`src/rtl/axi_rd_sub_ctrl_pkg.sv`:
```
// axi_rd_sub_ctrl_pkg: shared AXI encodings, FSM states and captured AR control fields
package axi_rd_sub_ctrl_pkg;

    typedef enum logic [1:0] {
        AXI_BURST_FIXED = 2'b00,
        AXI_BURST_INCR  = 2'b01,
        AXI_BURST_WRAP  = 2'b10,
        AXI_BURST_RSVD  = 2'b11
    } axi_burst_t;

    typedef enum logic [1:0] {
        AXI_RESP_OKAY   = 2'b00,
        AXI_RESP_EXOKAY = 2'b01,
        AXI_RESP_SLVERR = 2'b10,
        AXI_RESP_DECERR = 2'b11
    } axi_resp_t;

    typedef enum logic [1:0] {
        IDLE  = 2'b00,
        BURST = 2'b01,
        DRAIN = 2'b10
    } rd_state_t;

    // Burst shape captured at the AR handshake; ok=0 marks a request that gets SLVERR beats only
    typedef struct packed {
        axi_burst_t burst;
        logic [2:0] size;
        logic [7:0] len;
        logic       ok;
    } ar_ctl_t;

    // Reserved burst type, oversized beats and non power-of-two WRAP lengths are refused
    function automatic logic ar_legal(input axi_burst_t burst, input logic [2:0] size,
                                      input logic [7:0] len, input logic [2:0] max_size);
        return burst != AXI_BURST_RSVD && size <= max_size &&
               (burst != AXI_BURST_WRAP || len inside {8'd1, 8'd3, 8'd7, 8'd15});
    endfunction

endpackage

```
`src/rtl/axi_rd_sub_ctrl_if.sv`:
```
// axi_rd_sub_ctrl_if: AXI4 read half (AR and R channels) with subordinate and manager views
interface axi_rd_sub_ctrl_if #(
    parameter int AW = 32,
    parameter int DW = 32,
    parameter int IW = 3,
    parameter int UW = 32
) ();
    logic          arvalid;
    logic          arready;
    logic [AW-1:0] araddr;
    logic [1:0]    arburst;
    logic [2:0]    arsize;
    logic [7:0]    arlen;
    logic [IW-1:0] arid;
    logic [UW-1:0] aruser;
    logic          rvalid;
    logic          rready;
    logic [DW-1:0] rdata;
    logic [1:0]    rresp;
    logic [IW-1:0] rid;
    logic          rlast;

    modport r_sub (
        input  arvalid, araddr, arburst, arsize, arlen, arid, aruser, rready,
        output arready, rvalid, rdata, rresp, rid, rlast
    );

    modport r_mgr (
        output arvalid, araddr, arburst, arsize, arlen, arid, aruser, rready,
        input  arready, rvalid, rdata, rresp, rid, rlast
    );
endinterface

```
`src/rtl/axi_rd_sub_ctrl_addr_gen.sv`:
```
// axi_rd_sub_ctrl_addr_gen: next-beat address for FIXED, INCR and WRAP bursts
module axi_rd_sub_ctrl_addr_gen
    import axi_rd_sub_ctrl_pkg::*;
#(
    parameter int AW = 32
) (
    input  logic [AW-1:0] addr_i,
    input  axi_burst_t    burst_i,
    input  logic [2:0]    size_i,
    input  logic [7:0]    len_i,
    output logic [AW-1:0] next_o
);
    logic [AW-1:0] beat_b;
    logic [AW-1:0] win_m;
    logic [AW-1:0] incr;

    // INCR realigns to the beat size; WRAP keeps the upper bits and wraps inside the window
    always_comb begin
        beat_b = AW'(1) << size_i;
        incr   = (addr_i & ~(beat_b - AW'(1))) + beat_b;
        win_m  = ((AW'(len_i) + AW'(1)) << size_i) - AW'(1);
        next_o = burst_i == AXI_BURST_INCR ? incr :
                 burst_i == AXI_BURST_WRAP ? (addr_i & ~win_m) | ((addr_i + beat_b) & win_m) :
                 addr_i;
    end
endmodule

```
`src/rtl/axi_rd_sub_ctrl.sv`:
```
// axi_rd_sub_ctrl: AXI4 read subordinate turning each AR burst into single-beat component reads
module axi_rd_sub_ctrl
    import axi_rd_sub_ctrl_pkg::*;
#(
    parameter int AW = 32,
    parameter int DW = 32,
    parameter int IW = 3,
    parameter int UW = 32
) (
    input  logic          clk,
    input  logic          rst_n,
    axi_rd_sub_ctrl_if.r_sub s_axi_r,
    output logic          dv_o,
    output logic [AW-1:0] addr_o,
    output logic [2:0]    size_o,
    output logic [IW-1:0] id_o,
    output logic [UW-1:0] user_o,
    output logic          last_o,
    input  logic          hld_i,
    input  logic [DW-1:0] rd_data_i,
    input  logic          err_i
);
    localparam logic [2:0] MAX_SIZE = 3'($clog2(DW / 8));

    rd_state_t     state_q;
    logic          arready_q;
    logic          rvalid_q;
    logic          rlast_q;
    axi_resp_t     rresp_q;
    logic [IW-1:0] rid_q;
    logic [DW-1:0] rdata_q;
    logic [AW-1:0] addr_q;
    logic [AW-1:0] addr_d;
    ar_ctl_t       ctl_q;
    logic [7:0]    cnt_q;
    logic [IW-1:0] id_q;
    logic [UW-1:0] user_q;
    logic          slot_free;
    logic          fill;

    // The R slot accepts a new beat when empty or being drained this cycle; refused bursts skip the component
    assign slot_free = !rvalid_q || s_axi_r.rready;
    assign dv_o      = state_q == BURST && ctl_q.ok && slot_free;
    assign fill      = state_q == BURST && slot_free && (!ctl_q.ok || !hld_i);

    assign addr_o = addr_q;
    assign size_o = ctl_q.size;
    assign id_o   = id_q;
    assign user_o = user_q;
    assign last_o = cnt_q == 8'd0;

    assign s_axi_r.arready = arready_q;
    assign s_axi_r.rvalid  = rvalid_q;
    assign s_axi_r.rdata   = rdata_q;
    assign s_axi_r.rresp   = rresp_q;
    assign s_axi_r.rid     = rid_q;
    assign s_axi_r.rlast   = rlast_q;

    axi_rd_sub_ctrl_addr_gen #(.AW(AW)) u_addr_gen (
        .addr_i  (addr_q),
        .burst_i (ctl_q.burst),
        .size_i  (ctl_q.size),
        .len_i   (ctl_q.len),
        .next_o  (addr_d)
    );

    // Burst FSM: capture AR, issue one beat per free R slot, then wait for the last beat to drain
    always_ff @(posedge clk or negedge rst_n) begin
        if (!rst_n) begin
            state_q   <= IDLE;
            arready_q <= 1'b0;
            rvalid_q  <= 1'b0;
            rlast_q   <= 1'b0;
            rresp_q   <= AXI_RESP_OKAY;
            rid_q     <= '0;
            rdata_q   <= '0;
            addr_q    <= '0;
            ctl_q     <= '0;
            cnt_q     <= '0;
            id_q      <= '0;
            user_q    <= '0;
        end else begin
            case (state_q)
                IDLE: begin
                    arready_q <= !(s_axi_r.arvalid && arready_q);
                    if (s_axi_r.arvalid && arready_q) begin
                        addr_q  <= s_axi_r.araddr;
                        ctl_q   <= '{burst: axi_burst_t'(s_axi_r.arburst), size: s_axi_r.arsize,
                                     len: s_axi_r.arlen,
                                     ok: ar_legal(axi_burst_t'(s_axi_r.arburst), s_axi_r.arsize,
                                                  s_axi_r.arlen, MAX_SIZE)};
                        cnt_q   <= s_axi_r.arlen;
                        id_q    <= s_axi_r.arid;
                        user_q  <= s_axi_r.aruser;
                        state_q <= BURST;
                    end
                end
                BURST: begin
                    if (fill) begin
                        rdata_q  <= ctl_q.ok ? rd_data_i : '0;
                        rresp_q  <= (!ctl_q.ok || err_i) ? AXI_RESP_SLVERR : AXI_RESP_OKAY;
                        rid_q    <= id_q;
                        rlast_q  <= cnt_q == 8'd0;
                        rvalid_q <= 1'b1;
                        addr_q   <= addr_d;
                        cnt_q    <= cnt_q - 8'd1;
                        if (cnt_q == 8'd0) state_q <= DRAIN;
                    end else if (s_axi_r.rready) begin
                        rvalid_q <= 1'b0;
                    end
                end
                DRAIN: begin
                    if (rvalid_q && s_axi_r.rready) begin
                        rvalid_q  <= 1'b0;
                        arready_q <= 1'b1;
                        state_q   <= IDLE;
                    end
                end
                default: state_q <= IDLE;
            endcase
        end
    end
endmodule

```
`src/flat_wrapper.sv`:
```
// flat-port wrapper written by rule: the top's interface ports become plain ports
module axi_rd_sub_ctrl_flat import axi_rd_sub_ctrl_pkg::*;
#(
    parameter int AW = 32,
    parameter int DW = 32,
    parameter int IW = 3,
    parameter int UW = 32
)
  (clk, rst_n, dv_o, addr_o, size_o, id_o, user_o, last_o, hld_i, rd_data_i, err_i, s_axi_r_arvalid, s_axi_r_araddr, s_axi_r_arburst, s_axi_r_arsize, s_axi_r_arlen, s_axi_r_arid, s_axi_r_aruser, s_axi_r_rready, s_axi_r_arready, s_axi_r_rvalid, s_axi_r_rdata, s_axi_r_rresp, s_axi_r_rid, s_axi_r_rlast);
  axi_rd_sub_ctrl_if #(.AW(AW), .DW(DW), .IW(IW), .UW(UW)) s_axi_r_i ();
  input  logic clk;
  input  logic rst_n;
  output logic dv_o;
  output logic [AW-1:0] addr_o;
  output logic [2:0] size_o;
  output logic [IW-1:0] id_o;
  output logic [UW-1:0] user_o;
  output logic last_o;
  input  logic hld_i;
  input  logic [DW-1:0] rd_data_i;
  input  logic err_i;
  input wire logic [$bits(s_axi_r_i.arvalid)-1:0] s_axi_r_arvalid;
  input wire logic [$bits(s_axi_r_i.araddr)-1:0] s_axi_r_araddr;
  input wire logic [$bits(s_axi_r_i.arburst)-1:0] s_axi_r_arburst;
  input wire logic [$bits(s_axi_r_i.arsize)-1:0] s_axi_r_arsize;
  input wire logic [$bits(s_axi_r_i.arlen)-1:0] s_axi_r_arlen;
  input wire logic [$bits(s_axi_r_i.arid)-1:0] s_axi_r_arid;
  input wire logic [$bits(s_axi_r_i.aruser)-1:0] s_axi_r_aruser;
  input wire logic [$bits(s_axi_r_i.rready)-1:0] s_axi_r_rready;
  output wire logic [$bits(s_axi_r_i.arready)-1:0] s_axi_r_arready;
  output wire logic [$bits(s_axi_r_i.rvalid)-1:0] s_axi_r_rvalid;
  output wire logic [$bits(s_axi_r_i.rdata)-1:0] s_axi_r_rdata;
  output wire logic [$bits(s_axi_r_i.rresp)-1:0] s_axi_r_rresp;
  output wire logic [$bits(s_axi_r_i.rid)-1:0] s_axi_r_rid;
  output wire logic [$bits(s_axi_r_i.rlast)-1:0] s_axi_r_rlast;
  assign s_axi_r_i.arvalid = s_axi_r_arvalid;
  assign s_axi_r_i.araddr = s_axi_r_araddr;
  assign s_axi_r_i.arburst = s_axi_r_arburst;
  assign s_axi_r_i.arsize = s_axi_r_arsize;
  assign s_axi_r_i.arlen = s_axi_r_arlen;
  assign s_axi_r_i.arid = s_axi_r_arid;
  assign s_axi_r_i.aruser = s_axi_r_aruser;
  assign s_axi_r_i.rready = s_axi_r_rready;
  assign s_axi_r_arready = s_axi_r_i.arready;
  assign s_axi_r_rvalid = s_axi_r_i.rvalid;
  assign s_axi_r_rdata = s_axi_r_i.rdata;
  assign s_axi_r_rresp = s_axi_r_i.rresp;
  assign s_axi_r_rid = s_axi_r_i.rid;
  assign s_axi_r_rlast = s_axi_r_i.rlast;
  axi_rd_sub_ctrl #(.AW(AW), .DW(DW), .IW(IW), .UW(UW)) u_core (.clk(clk), .rst_n(rst_n), .s_axi_r(s_axi_r_i), .dv_o(dv_o), .addr_o(addr_o), .size_o(size_o), .id_o(id_o), .user_o(user_o), .last_o(last_o), .hld_i(hld_i), .rd_data_i(rd_data_i), .err_i(err_i));
endmodule
```
`config.mk`:
```
export PLATFORM = sky130hd
export DESIGN_NAME = axi_rd_sub_ctrl_flat
export DESIGN_NICKNAME = d
export VERILOG_FILES = /design/src/rtl/axi_rd_sub_ctrl_pkg.sv /design/src/rtl/axi_rd_sub_ctrl_if.sv /design/src/rtl/axi_rd_sub_ctrl_addr_gen.sv /design/src/rtl/axi_rd_sub_ctrl.sv /design/src/flat_wrapper.sv
export SDC_FILE = /design/constraint.sdc
export NUM_CORES = 1
export LEC_CHECK = 0
export BUFFER_PORTS_ARGS = -buffer_cell sky130_fd_sc_hd__buf_4
export CORE_UTILIZATION = 30
export CTS_CLUSTER_DIAMETER = 100
export DETAILED_ROUTE_END_ITERATION = 10
export PLACE_DENSITY_LB_ADDON = 0.2
export SETUP_SLACK_MARGIN = 0.2
export SLEW_MARGIN = 20
export SYNTH_ARGS = -nofsm -noshare
export SYNTH_HDL_FRONTEND = slang
export SYNTH_HIERARCHICAL = 1
export SYNTH_SLANG_ARGS = --single-unit
```
`constraint.sdc`:
```
create_clock -name clk -period 4.9 [get_ports clk]
set_clock_uncertainty 0.05 [all_clocks]
set_input_delay 0.245 -clock clk [delete_from_list [all_inputs] [get_ports clk]]
set_output_delay 0.245 -clock clk [all_outputs]
set_load 0.05 [all_outputs]
```
# After elaboration in Yosys (flattened, before gate mapping)
# Index checks and enable logic that the tools add are counted.
[classes]
shifts = 2
add_sub_neg = 6
reduce_logical = 29
n_mux = 21
magnitude_cmp = 1
bitwise_logic = 6
n_eq_ne = 16
[op_table]
columns = ["op", "n"]
rows = [
  ["$mux W32", 5],
  ["$and A32 B32 Y32", 3],
  ["$add A32 B32 Y32", 2],
  ["$not A32 Y32", 2],
  ["$pmux W32 S2", 1],
  ["$sub A32 B1 Y32 const B", 2],
  ["$or A32 B32 Y32", 1],
  ["$shl A1 B3 Y32 const A", 1],
  ["$shl A9 B3 Y32", 1],
  ["$mux W8", 2],
  ["$pmux W8 S2", 1],
  ["$mux W2", 5],
  ["$add A8 B1 Y9 const B", 1],
  ["$eq A8 B1 Y1 const B", 1],
  ["$eq A8 B2 Y1 const B", 1],
  ["$eq A8 B3 Y1 const B", 1],
  ["$eq A8 B4 Y1 const B", 1],
  ["$logic_and A1 B1 Y1", 8],
  ["$logic_not A8 Y1", 1],
  ["$reduce_and A4 Y1", 2],
  ["$sub A8 B1 Y8 const B", 1],
  ["$ne A2 B1 Y1 const B", 3],
  ["$ne A2 B2 Y1 const B", 3],
  ["$pmux W2 S3", 1],
  ["14 further kinds", 31],
]
[word_totals]
elab_cells = 96
regBits = 131
output_inout_bits = 112

# Depth between registers and ports, before layout
# Gate-level depths: netlist of the first run.
[depth]
depth_word = 10
depth_mapped = 19
depth_no_buf = 17

# Modules after synthesis
# Netlist of the first run, hierarchy kept.
[by_module_without_submodules]
columns = ["module", "cells_each", "instances", "area_per_inst_um2"]
rows = [
  ["axi_rd_sub_ctrl", 591, 1, 5545.3],
  ["axi_rd_sub_ctrl_addr_gen", 481, 1, 2980.4],
]

# Worst setup path before layout of the first run
# Ideal clock, no wire load.
[synth_timing]
path_type = "flip-flop to flip-flop"
from = "register u_core.ctl_q (netlist bit u_core/size_o[0])"
to = "register u_core.addr_q[21] (netlist: u_core/addr_o[21])"
n_path_buf = 5
slack_ns = 0.680
arrival_ns = 4.037
synth_period_minus_slack_ns = 4.220
t_required_ns = 4.717
stages_incl_launch_ff = 20
path_cell_list = "dfrtp_1 -> buf_6 -> buf_2 -> buf_2 -> buf_1 -> nor2_1 -> ha_1 -> ha_1 -> o21a_1 -> o221ai_1 -> a31oi_1 -> o31a_1 -> o21a_1 -> and2_0 -> clkbuf_1 -> a31oi_1 -> and4bb_2 -> xor2_1 -> mux2i_1 -> o21ai_0"
[synth_via]
elab_chain_len = 9
[synth_rtl]
columns = ["element", "line", "source"]
rows = [
  ["start: declaration", "axi_rd_sub_ctrl.sv:34", "ar_ctl_t ctl_q;"],
  ["start signal: assignment", "axi_rd_sub_ctrl.sv:88", "ctl_q <= '{burst: axi_burst_t'(s_axi_r.arburst), size: s_axi_r.arsize,"],
  ["branches (longest 6 deep; another with $sub A32 B1 Y32)", "n/a", ""],
  ["$mux W32 (*)", "axi_rd_sub_ctrl_addr_gen.sv:22", "next_o = burst_i == AXI_BURST_INCR ? incr :"],
  ["net u_core.addr_d[21]", "axi_rd_sub_ctrl.sv:33", "logic [AW-1:0] addr_d;"],
  ["$mux W32 (*)", "axi_rd_sub_ctrl.sv:99", "if (fill) begin"],
  ["$pmux W32 S2 (*)", "axi_rd_sub_ctrl.sv:83", "case (state_q)"],
  ["end signal: assignment", "axi_rd_sub_ctrl.sv:87", "addr_q <= s_axi_r.araddr;"],
  ["end signal: assignment", "axi_rd_sub_ctrl.sv:105", "addr_q <= addr_d;"],
  ["end: declaration", "axi_rd_sub_ctrl.sv:32", "logic [AW-1:0] addr_q;"],
]
# Mark *: on every way through the listed nets, which the timed path passes. The select of a mux whose other input is x is not followed.
# A chain may end at the register's enable or synchronous reset.

# Worst setup path after layout of the first run
[layout_timing]
from = "register u_core/ctl_q[1] (netlist bit)"
to = "register u_core.addr_q[15] (netlist: u_core/addr_o[15])"
[layout_via]
elab_chain_len = 10
[layout_rtl]
columns = ["element", "line", "source"]
rows = [
  ["$add A8 B1 Y9 (*)", "axi_rd_sub_ctrl_addr_gen.sv:21", "win_m = ((AW'(len_i) + AW'(1)) << size_i) - AW'(1);"],
  ["$shl A9 B3 Y32 (*)", "axi_rd_sub_ctrl_addr_gen.sv:21", ""],
  ["$sub A32 B1 Y32 (*)", "axi_rd_sub_ctrl_addr_gen.sv:21", ""],
  ["$not A32 Y32", "axi_rd_sub_ctrl_addr_gen.sv:23", "burst_i == AXI_BURST_WRAP ? (addr_i & ~win_m) | ((addr_i + beat_b) & win_m) :"],
  ["$and A32 B32 Y32", "axi_rd_sub_ctrl_addr_gen.sv:23", ""],
  ["$or A32 B32 Y32 (*)", "axi_rd_sub_ctrl_addr_gen.sv:23", ""],
  ["$mux W32 (*)", "axi_rd_sub_ctrl_addr_gen.sv:23", ""],
  ["$mux W32 (*)", "axi_rd_sub_ctrl_addr_gen.sv:22", ""],
  ["net u_core.addr_d[15]", "axi_rd_sub_ctrl.sv:33", ""],
  ["$mux W32 (*)", "axi_rd_sub_ctrl.sv:99", ""],
  ["$pmux W32 S2 (*)", "axi_rd_sub_ctrl.sv:83", ""],
]
# Mark *: on every way through the listed nets, which the timed path passes. The rest lies on a longest branch. The select of a mux whose other input is x is not followed.

==> results of run 1 <==
[sequential cells by signal (all words and copies together), names as in the netlist, 2 cells and up]
signal and cells:
u_core/state_q 2, u_core/ctl_q 11, u_core/user_o 32, u_core/size_o 3
u_core/addr_o 32, u_core/s_axi_r.rdata 32, u_core/s_axi_r.rid 3, u_core/id_o 3
u_core/cnt_q 8
[cell type report]
| cell class | instances | area [um2] | area share (%) |
|---|---|---|---|
| inverters | 34 | 128 | 1.10 |
| repair buffers | 295 | 2350 | 20.2 |
| flip-flops and latches | 130 | 3250 | 28.0 |
| clock inverters | 15 | 179 | 1.54 |
| clock buffers | 17 | 425 | 3.66 |
| well taps | 378 | 473 | 4.07 |
| multi-input cells | 839 | 4800 | 41.4 |
[synthesized netlist by cell type (all sizes together) (7+ instances only)]
cell / count
a211oi: 7
a21oi: 42
a31oi: 9
and3: 9
buf: 36
clkbuf: 33
dfrtp: 130
ha: 17
inv: 33
mux2i: 38
nand2: 300
nand2b: 13
nand3: 23
nand4: 9
nor2: 61
nor2b: 11
nor3: 24
nor4: 14
o211ai: 8
o21a: 7
o21ai: 95
o31ai: 7
xnor2: 25
xor2: 14
[worst max-delay path by stage]
| stage | to | depth (start not counted) | startpoint | slack, ps |
|---|---|---|---|---|
| global placement | u_core/addr_o[14] | 14 | u_core/size_o[0] | 750 |
| detailed placement | u_core/addr_o[15] | 16 | u_core/ctl_q[1] | 660 |
| global route | u_core/addr_o[31] | 17 | u_core/ctl_q[1] | 240 |
| CTS | u_core/addr_o[15] | 16 | u_core/ctl_q[1] | 650 |
| floorplan | u_core/addr_o[21] | 19 | u_core/size_o[0] | 680 |
| finish | u_core/addr_o[15] | 16 | u_core/ctl_q[1] | 580 |
[cell families after synthesis]
| group | after synthesis |
|---|---|
| simple gates | 499 |
| mux | 44 |
| other cells | 1 |
| buf+inv | 103 |
| flops | 130 |
| compound gates | 237 |
| fa+ha+maj | 19 |
| xor+xnor | 39 |
[per-stage QoR]
stage	instance area, um2	hold WS, ps	utilization (%)	std cells	total power [mW]
6_report	11600	8.46	41.7	1708	8.59
5_1_grt	11600	6.37	41.7	1708	9.21
4_1_cts	11600	0.665	41.7	1708	8.65
3_5_place_dp	10500	373	37.6	1624	7.23
3_3_place_gp	10500	368	37.6	1624	7.20
2_1_floorplan	8530	-101	-	1072	5.82
[layer usage]
layer | up-vias | wire length (um) | GRT usage, % | share of wire, %
met2 | 255 | 12900 | 31.3 | 47
met1 | 3959 | 12300 | 24.1 | 45
met4 | 0 | 374 | 5.29 | 1.4
met5 | - | 0 | 0 | 0
li1 | 4208 | - | - | -
met3 | 27 | 1760 | 4.81 | 6.4
[power by group]
group	internal [mW]	switching, mW
logic	1.74	3.45
registers	1.53	0.526
clock network	0.734	0.604
total	4.01	4.58
[critical path: stages, from the launching register on]
cell,delay [ps]
sky130_fd_sc_hd__dfrtp_1,550
sky130_fd_sc_hd__ha_1,450
sky130_fd_sc_hd__and3_1,300
sky130_fd_sc_hd__mux2i_1,360
sky130_fd_sc_hd__nor4_1,80
sky130_fd_sc_hd__o311ai_1,470
sky130_fd_sc_hd__o2111ai_1,330
sky130_fd_sc_hd__or3_1,420
sky130_fd_sc_hd__nor3_1,240
sky130_fd_sc_hd__ha_1,270
sky130_fd_sc_hd__inv_1,70
sky130_fd_sc_hd__a21oi_1,60
sky130_fd_sc_hd__a21oi_1,150
sky130_fd_sc_hd__o21ai_0,80
sky130_fd_sc_hd__a21oi_1,110
sky130_fd_sc_hd__mux2i_1,80
sky130_fd_sc_hd__o21ai_0,170
[timing repair]
action                                  in CTS  in global routing
setup buffers                                0                  0
hold endpoints to repair                   147                  0
hold buffers                                52                  0
resized for setup                            0                  0
endpoints found under the setup margin       0                  0
==> run summary, run 1 <==
The total inserted antenna cells came out at 0. In this run the count of I/O pins placed on the die edge is 230. The data required time of the critical path came out at 5190 ps. By startpoint and endpoint, the worst setup path is classified as register to register. Counting cells, the worst reg-to-reg path comes to 16.

The final count of hold timing violations is 0. The worst min-delay path category was primary input to register. The total of endpoints with negative setup slack in the final report was 0; the vias per cell was 4.95. The worst hold path stage count works out to 3.

The logs give 2818 for the layout filler cell count and 659 ps for the post-place setup slack. The area growth from synthesis to layout is 36.1%. The tools report the number of nets in the final layout as 1453. For this run, the leading register cell type out of synthesis is sky130_fd_sc_hd__dfrtp_1. The total power density per cell area was 740 nW/um2; the count of input and output buffers was 228. TritonCTS built the clock tree.

For the number of global-route vias before repair, the log shows 8270. Slew at the pin closest to its max-slew limit: 934 ps. The number of enable-type register cells in the synthesized netlist is 0. The cell count after synthesis came out at 1072. The number of clock sinks seen by CTS is 130. Entering global routing, the biggest net connects 98 pins. The run gives 2 as the worst-case clock buffer depth.

The synthesized netlist devotes 26.1% of its cell area to simple gates. The mapped netlist covers 8530 um2. In this run the tightest slew margin relative to its limit is 37.7%.

The share of the synthesized area in compound gates (AO/OA/AOI/OAI) is 17.8%. The post-synthesis sequential element count is 130. The H-tree depth is 4.

After the first detailed-routing iteration, the DRC count stood at 493. After detailed routing, the number of remaining DRC violations is 0. The ratio of final minimum period to clock period is 88.3%, and the total CTS buffers is 17. Clock-pin slew was measured on the worst setup and hold paths at 70 ps. In the final routed layout, each cell accounts on average for 16.0 um.

The logs give 430 ps for the clock insertion delay at the later pin of the skew report and 0 for the count of pins over their slew limit. The xor/xnor cell area share of the yosys netlist works out to 4.01%. The critical path capture point type is a register. For the total negative slack, the log shows 0 ps.

The tools report the first-pass GRT wire length as 43400 um. The number of distinct library cells after synthesis is 80. Routability-driven placement congestion ratio: 0.883. After global routing the overflow that remains totals 0. The library cell used most frequently in the layout, excluding fill and tap cells, is sky130_fd_sc_hd__nand2_1. For the synthesized netlist net count, the log shows 1208. The tool flagged a number of max-cap violations equal to 0.

Leaving out fill and tap cells, the most frequent cells in the layout are sky130_fd_sc_hd__nand2_1, sky130_fd_sc_hd__buf_4, sky130_fd_sc_hd__dfrtp_1. The run finished with clean final reports. The post-synthesis adder-cell area fraction was 2.85%; the starting utilization of the core area was 30.6%.

Of all flip-flops after synthesis, the portion carrying an async set or reset was 100%. Ranked by total cell area, the synthesized netlist is headed by sky130_fd_sc_hd__dfrtp_1, sky130_fd_sc_hd__nand2_1, sky130_fd_sc_hd__o21ai_0, sky130_fd_sc_hd__mux2i_1, sky130_fd_sc_hd__nor2_1. The highest ir drop seen on vdd is 0.000382 V, and the die width is 171 um. The tools report the die outline area as 29100 um2. In this run the remaining antenna-violating nets after routing total 0. The share of the Yosys chip area taken by registers is 38.2%. For the total track usage, the log shows 18.9%. Total number of vias: 8449. The post-route netlist has 22.2% of its cells at a drive strength greater than 1. The least setup slack across all paths after layout is 575 ps, and the total wirelength of the detailed-routed design is 27400 um. Detailed placement ended at an HPWL of 19500 um. Static timing analysis puts the maximum clock frequency at 0.231 GHz. The startpoint identified for the worst hold timing path is s_axi_r_aruser[25]. The Yosys step of the flow raised 6 warnings. Summed over its instances, the top area cell type makes up 38.2% of the synthesized netlist area.

In this run the critical register-to-register path is captured at u_core/addr_o[15]. The setup check on the worst reg-to-reg path leaves a slack of 580 ps. The routed design could run at a clock period as short as 4320 ps. Setup repair after global routing left no endpoint under its margin. Endpoint of the worst hold path: u_core/user_o[25]. In this run the core area contains 61 standard-cell rows. The root buffer cell chosen for the clock tree is sky130_fd_sc_hd__clkbuf_16. The initial antenna violation count is 0, and the arrival time at the worst endpoint is 4620 ps. The average instance in the mapped netlist occupies 7.95 um2. Along the worst path, the maximum fanout reaches 12.

For this design the static power due to leakage is 5.53 nW. Of the post-synthesis cell area, the part taken by muxes is 5.30%. The region available for standard cell placement spans 27900 um2. The die is 171 um tall.

The worst register-to-register path begins at u_core/ctl_q[1]. Summed over all instances, the cell type with the most area after synthesis is sky130_fd_sc_hd__dfrtp_1. The first TritonRoute pass finished after 5 iterations. The tools report the startpoint class of the critical path as a register. By area, the combinational part of the netlist is dominated by simple AND/OR/NAND/NOR gates.
Note: power is estimated with default switching activity, not from simulation.
==> run 2: changes to the inputs <==
==> constraint.sdc (replaced) <==
create_clock -name clk -period 4.9 [get_ports clk]
set_clock_uncertainty 0.05 [all_clocks]
set_input_delay 0.98 -clock clk [delete_from_list [all_inputs] [get_ports clk]]
set_output_delay 0.98 -clock clk [all_outputs]
set_load 0.05 [all_outputs]
==> run 2 against run 1 <==
Effect of this change:
- combinational power about the same
- power shrank 0.33%
- sequential share of layout area rose by 1.3 points
- routed wire length hardly changed
- final cell count down 3.0%
- critical path depth did not move
- critical endpoint unchanged
- non-clock buffer count is 51 lower
==> run summary, run 2 (synthesized netlist as in run 1, its figures left out) <==
The worst setup path endpoint was u_core/addr_o[15] (unchanged). Initial antenna violation count: 0 (unchanged). TritonCTS built the clock tree. For the number of I/O pins, the log shows 230 (unchanged). The reg-to-reg setup timing slack is 570 ps (was 580 ps). The maximum fanout encountered on the critical timing path was 12 (unchanged). The critical path's largest stage delay works out to 540 ps (was 550 ps).

The highest-delay cell along the critical path is sky130_fd_sc_hd__dfrtp_1 (unchanged). The internal power of the cells is 3.95 mW (was 4.01 mW). Total power density per cell area: 772 nW/um2 (was 740 nW/um2).

The relative contribution of the clock network to total power was 15.5% (was 15.6%). The die outline area came out at 29100 um2 (unchanged). The max capacitance violation total is 0 (unchanged), and the count of input and output buffers is 228 (unchanged).

The net switching share of the total power works out to 53.9% (was 53.3%). The tools report the post-cts sizing count as 0 (unchanged). The most frequent cell on the critical path was sky130_fd_sc_hd__a21oi_1 (unchanged).

The vias per cell is 5.02 (was 4.95), and the area growth from synthesis to layout is 30.1% (was 36.1%). Series of cell instances along the critical path: ha_1 > and3_1 > mux2i_1 > nor4_1 > o311ai_1 > o2111ai_1 > or3_1 > nor3_1 > ha_1 > inv_1 > a21oi_1 > a21oi_1 > o21ai_0 > a21oi_1 > mux2i_1 > o21ai_0 (unchanged). The DRC violation count after routing is 0 (unchanged), and the number of nets in the final layout is 1402 (was 1453). The worst-case clock buffer depth came out at 2 (unchanged). The run gives 35.8% (was 37.7%) as the worst max-slew margin expressed relative to the limit. The part of the total power dissipated in combinational logic came out at 60.4% (about the same). The tools report the critical register-to-register path endpoint as u_core/addr_o[15] (unchanged). The total negative slack is 0 ps (unchanged), and the largest net degree at the start of global routing is 82 (was 98). The logs give 5.31 nW (was 5.53 nW) for the leakage dissipation and 632 ps (was 659 ps) for the post-place setup slack. For the data required time of the critical path, the log shows 5190 ps (about the same). Most common cell after layout, fill and taps aside: sky130_fd_sc_hd__nand2_1 (unchanged). The placeable core region was 27900 um2 (unchanged). The starting DRC count in detailed routing is 598 (was 493).

The shortest period the worst path allows works out to 4330 ps (was 4320 ps). The tools report the maximum frequency from static timing analysis as 0.231 GHz (about the same). The slew at the pin closest to its max-slew limit was 960 ps (was 934 ps); the first-pass GRT wire length was 44200 um (was 43400 um). The type of the worst setup path is register to register (unchanged). Average wire length per cell after detail routing: 16.5 um (was 16.0 um).

The run gives 565 ps (was 575 ps) as the least setup slack across all paths after layout. The logs give 17 (unchanged) for the total CTS buffers and 0 (unchanged) for the count of nets left with antenna violations after detail routing. The cell chosen for the clock root was sky130_fd_sc_hd__clkbuf_16 (unchanged). The tools report the startpoint class of the critical path as a register (unchanged). The start point of the critical path is u_core/ctl_q[1] (unchanged). The final count of hold timing violations was 0 (unchanged); the total inserted antenna cells was 0 (unchanged). The H-tree depth was 4 (unchanged); the total of endpoints with negative setup slack in the final report was 0 (unchanged).

The CTS clock-pin slew for the worst setup and hold paths was 70 ps (about the same). Setup repair after global routing left no endpoint under its margin. The ratio of final minimum period to clock period works out to 88.5% (was 88.3%).

The number of clock sinks seen by CTS was 130 (unchanged). Placed wire-length estimate after detailed placement: 19700 um (was 19500 um). Count of hold-fix buffers inserted at cts: 0 (was 52). The tools report the critical path capture point type as a register (unchanged). The total wirelength of the detailed-routed design is 27400 um (about the same), and the total net switching power is 4.61 mW (was 4.58 mW). The vertical die dimension was 171 um (unchanged).

Reg-to-reg critical path startpoint: u_core/ctl_q[1] (unchanged). The die width was 171 um (unchanged); the arrival time at the worst endpoint was 4620 ps (about the same). Number of global-route vias before repair: 8201 (was 8270). For the highest ir drop seen on vdd, the log shows 0.000413 V (was 0.000382 V). The depth of the worst register-to-register path was 16 (unchanged). Worst min-delay path category: register to register (was primary input to register).

The tools report the total track usage as 19.2% (was 18.9%). The logs give 5 (unchanged) for the number of iterations in the first detailed-routing pass and 24.1% (was 24.0%) for the share of power burned in registers. The logs give 0 (unchanged) for the leftover overflow at the end of global routing and 0 (unchanged) for the count of pins over their slew limit. Commonest non-fill, non-tap cells in the layout: sky130_fd_sc_hd__nand2_1, sky130_fd_sc_hd__buf_4, sky130_fd_sc_hd__dfrtp_1 (unchanged).

The fraction of layout instances using a drive strength above 1 is 23.1% (was 22.2%), and the routability-driven placement congestion ratio is 0.878 (was 0.883). The run gives 430 ps (about the same) as the clock insertion delay at the later pin of the skew report. The logs give 8321 (was 8449) for the total number of vias and 30.6% (unchanged) for the starting utilization of the core area.

The tools report the number of standard-cell rows in the floorplan as 61 (unchanged). The flow ran to the end, and the final reports show no timing, DRC or antenna violations. The tools report the post-CTS setup-driven buffer insertion count as 0 (unchanged).
-- run 2: cell count changes in the layout (fill, tap and decap cells not counted), sizes merged --
cell	before	now
dlygate4sd3	52	0
bufinv	1	0
buf	243	244
clkinv	4	5
-- run 2: metal layers --
layer,vias up,track usage (%),part of all wire (%),wire length [um]
met4,0,4.50,1.3,353
met2,242,31.6,47,12900
li1,4100,-,-,-
met1,3957,25.1,45,12400
met3,22,5.02,6.3,1720
met5,-,0,0,0
-- run 2: metrics by stage --
step                hold slack, ps  instances  total power, mW  utilization (%)  cell area (um2)
CTS                            432       1657             8.61             39.8            11100
global route                   444       1657             9.20             39.8            11100
global placement               409       1625             7.21             37.7            10500
floorplan                      390       1072             5.82                -             8530
finish                         426       1657             8.56             39.8            11100
detailed placement             415       1625             7.24             37.7            10500
-- run 2: how the worst min path moves through the flow --
stage                       from                 to  slack (ps)  cells past startpoint
2_1_floorplan    u_core/ctl_q[3]    u_core/ctl_q[3]         390                      2
3_3_place_gp   u_core/user_o[29]  u_core/user_o[29]         410                      2
3_5_place_dp    u_core/user_o[2]   u_core/user_o[2]         420                      2
4_1_cts         u_core/user_o[2]   u_core/user_o[2]         430                      2
5_1_grt         u_core/user_o[2]   u_core/user_o[2]         440                      2
6_report        u_core/user_o[2]   u_core/user_o[2]         430                      2
-- run 2: worst max-delay path: cells and delay by family, from the launching register on --
| kind | cells | cell delay, ps |
|---|---|---|
| AOI/OAI and AO/OA | 7 | 1440 |
| adders and majority gates | 2 | 680 |
| buffers and inverters | 1 | 70 |
| DFF | 1 | 540 |
| muxes | 2 | 440 |
| and+or+nand+nor | 4 | 1050 |
-- run 2: cell type report --
class / instances / area, um2
clock buffer: 17 / 425
clock inverter: 15 / 178
fill: 2883 / 16800
inverter: 34 / 128
multi-input combinational: 839 / 4800
sequential: 130 / 3250
tap: 378 / 473
timing repair buffer: 244 / 1840
-- run 2: power by group through the flow --
stage | Combinational (mW) | Sequential, mW | Clock [mW]
3_3_place_gp | 5.15 | 2.06 | 0
6_report | 5.17 | 2.06 | 1.33
5_1_grt | 5.63 | 2.15 | 1.42
2_1_floorplan | 2.68 | 3.14 | 0
3_5_place_dp | 5.18 | 2.06 | 0
4_1_cts | 5.18 | 2.06 | 1.37
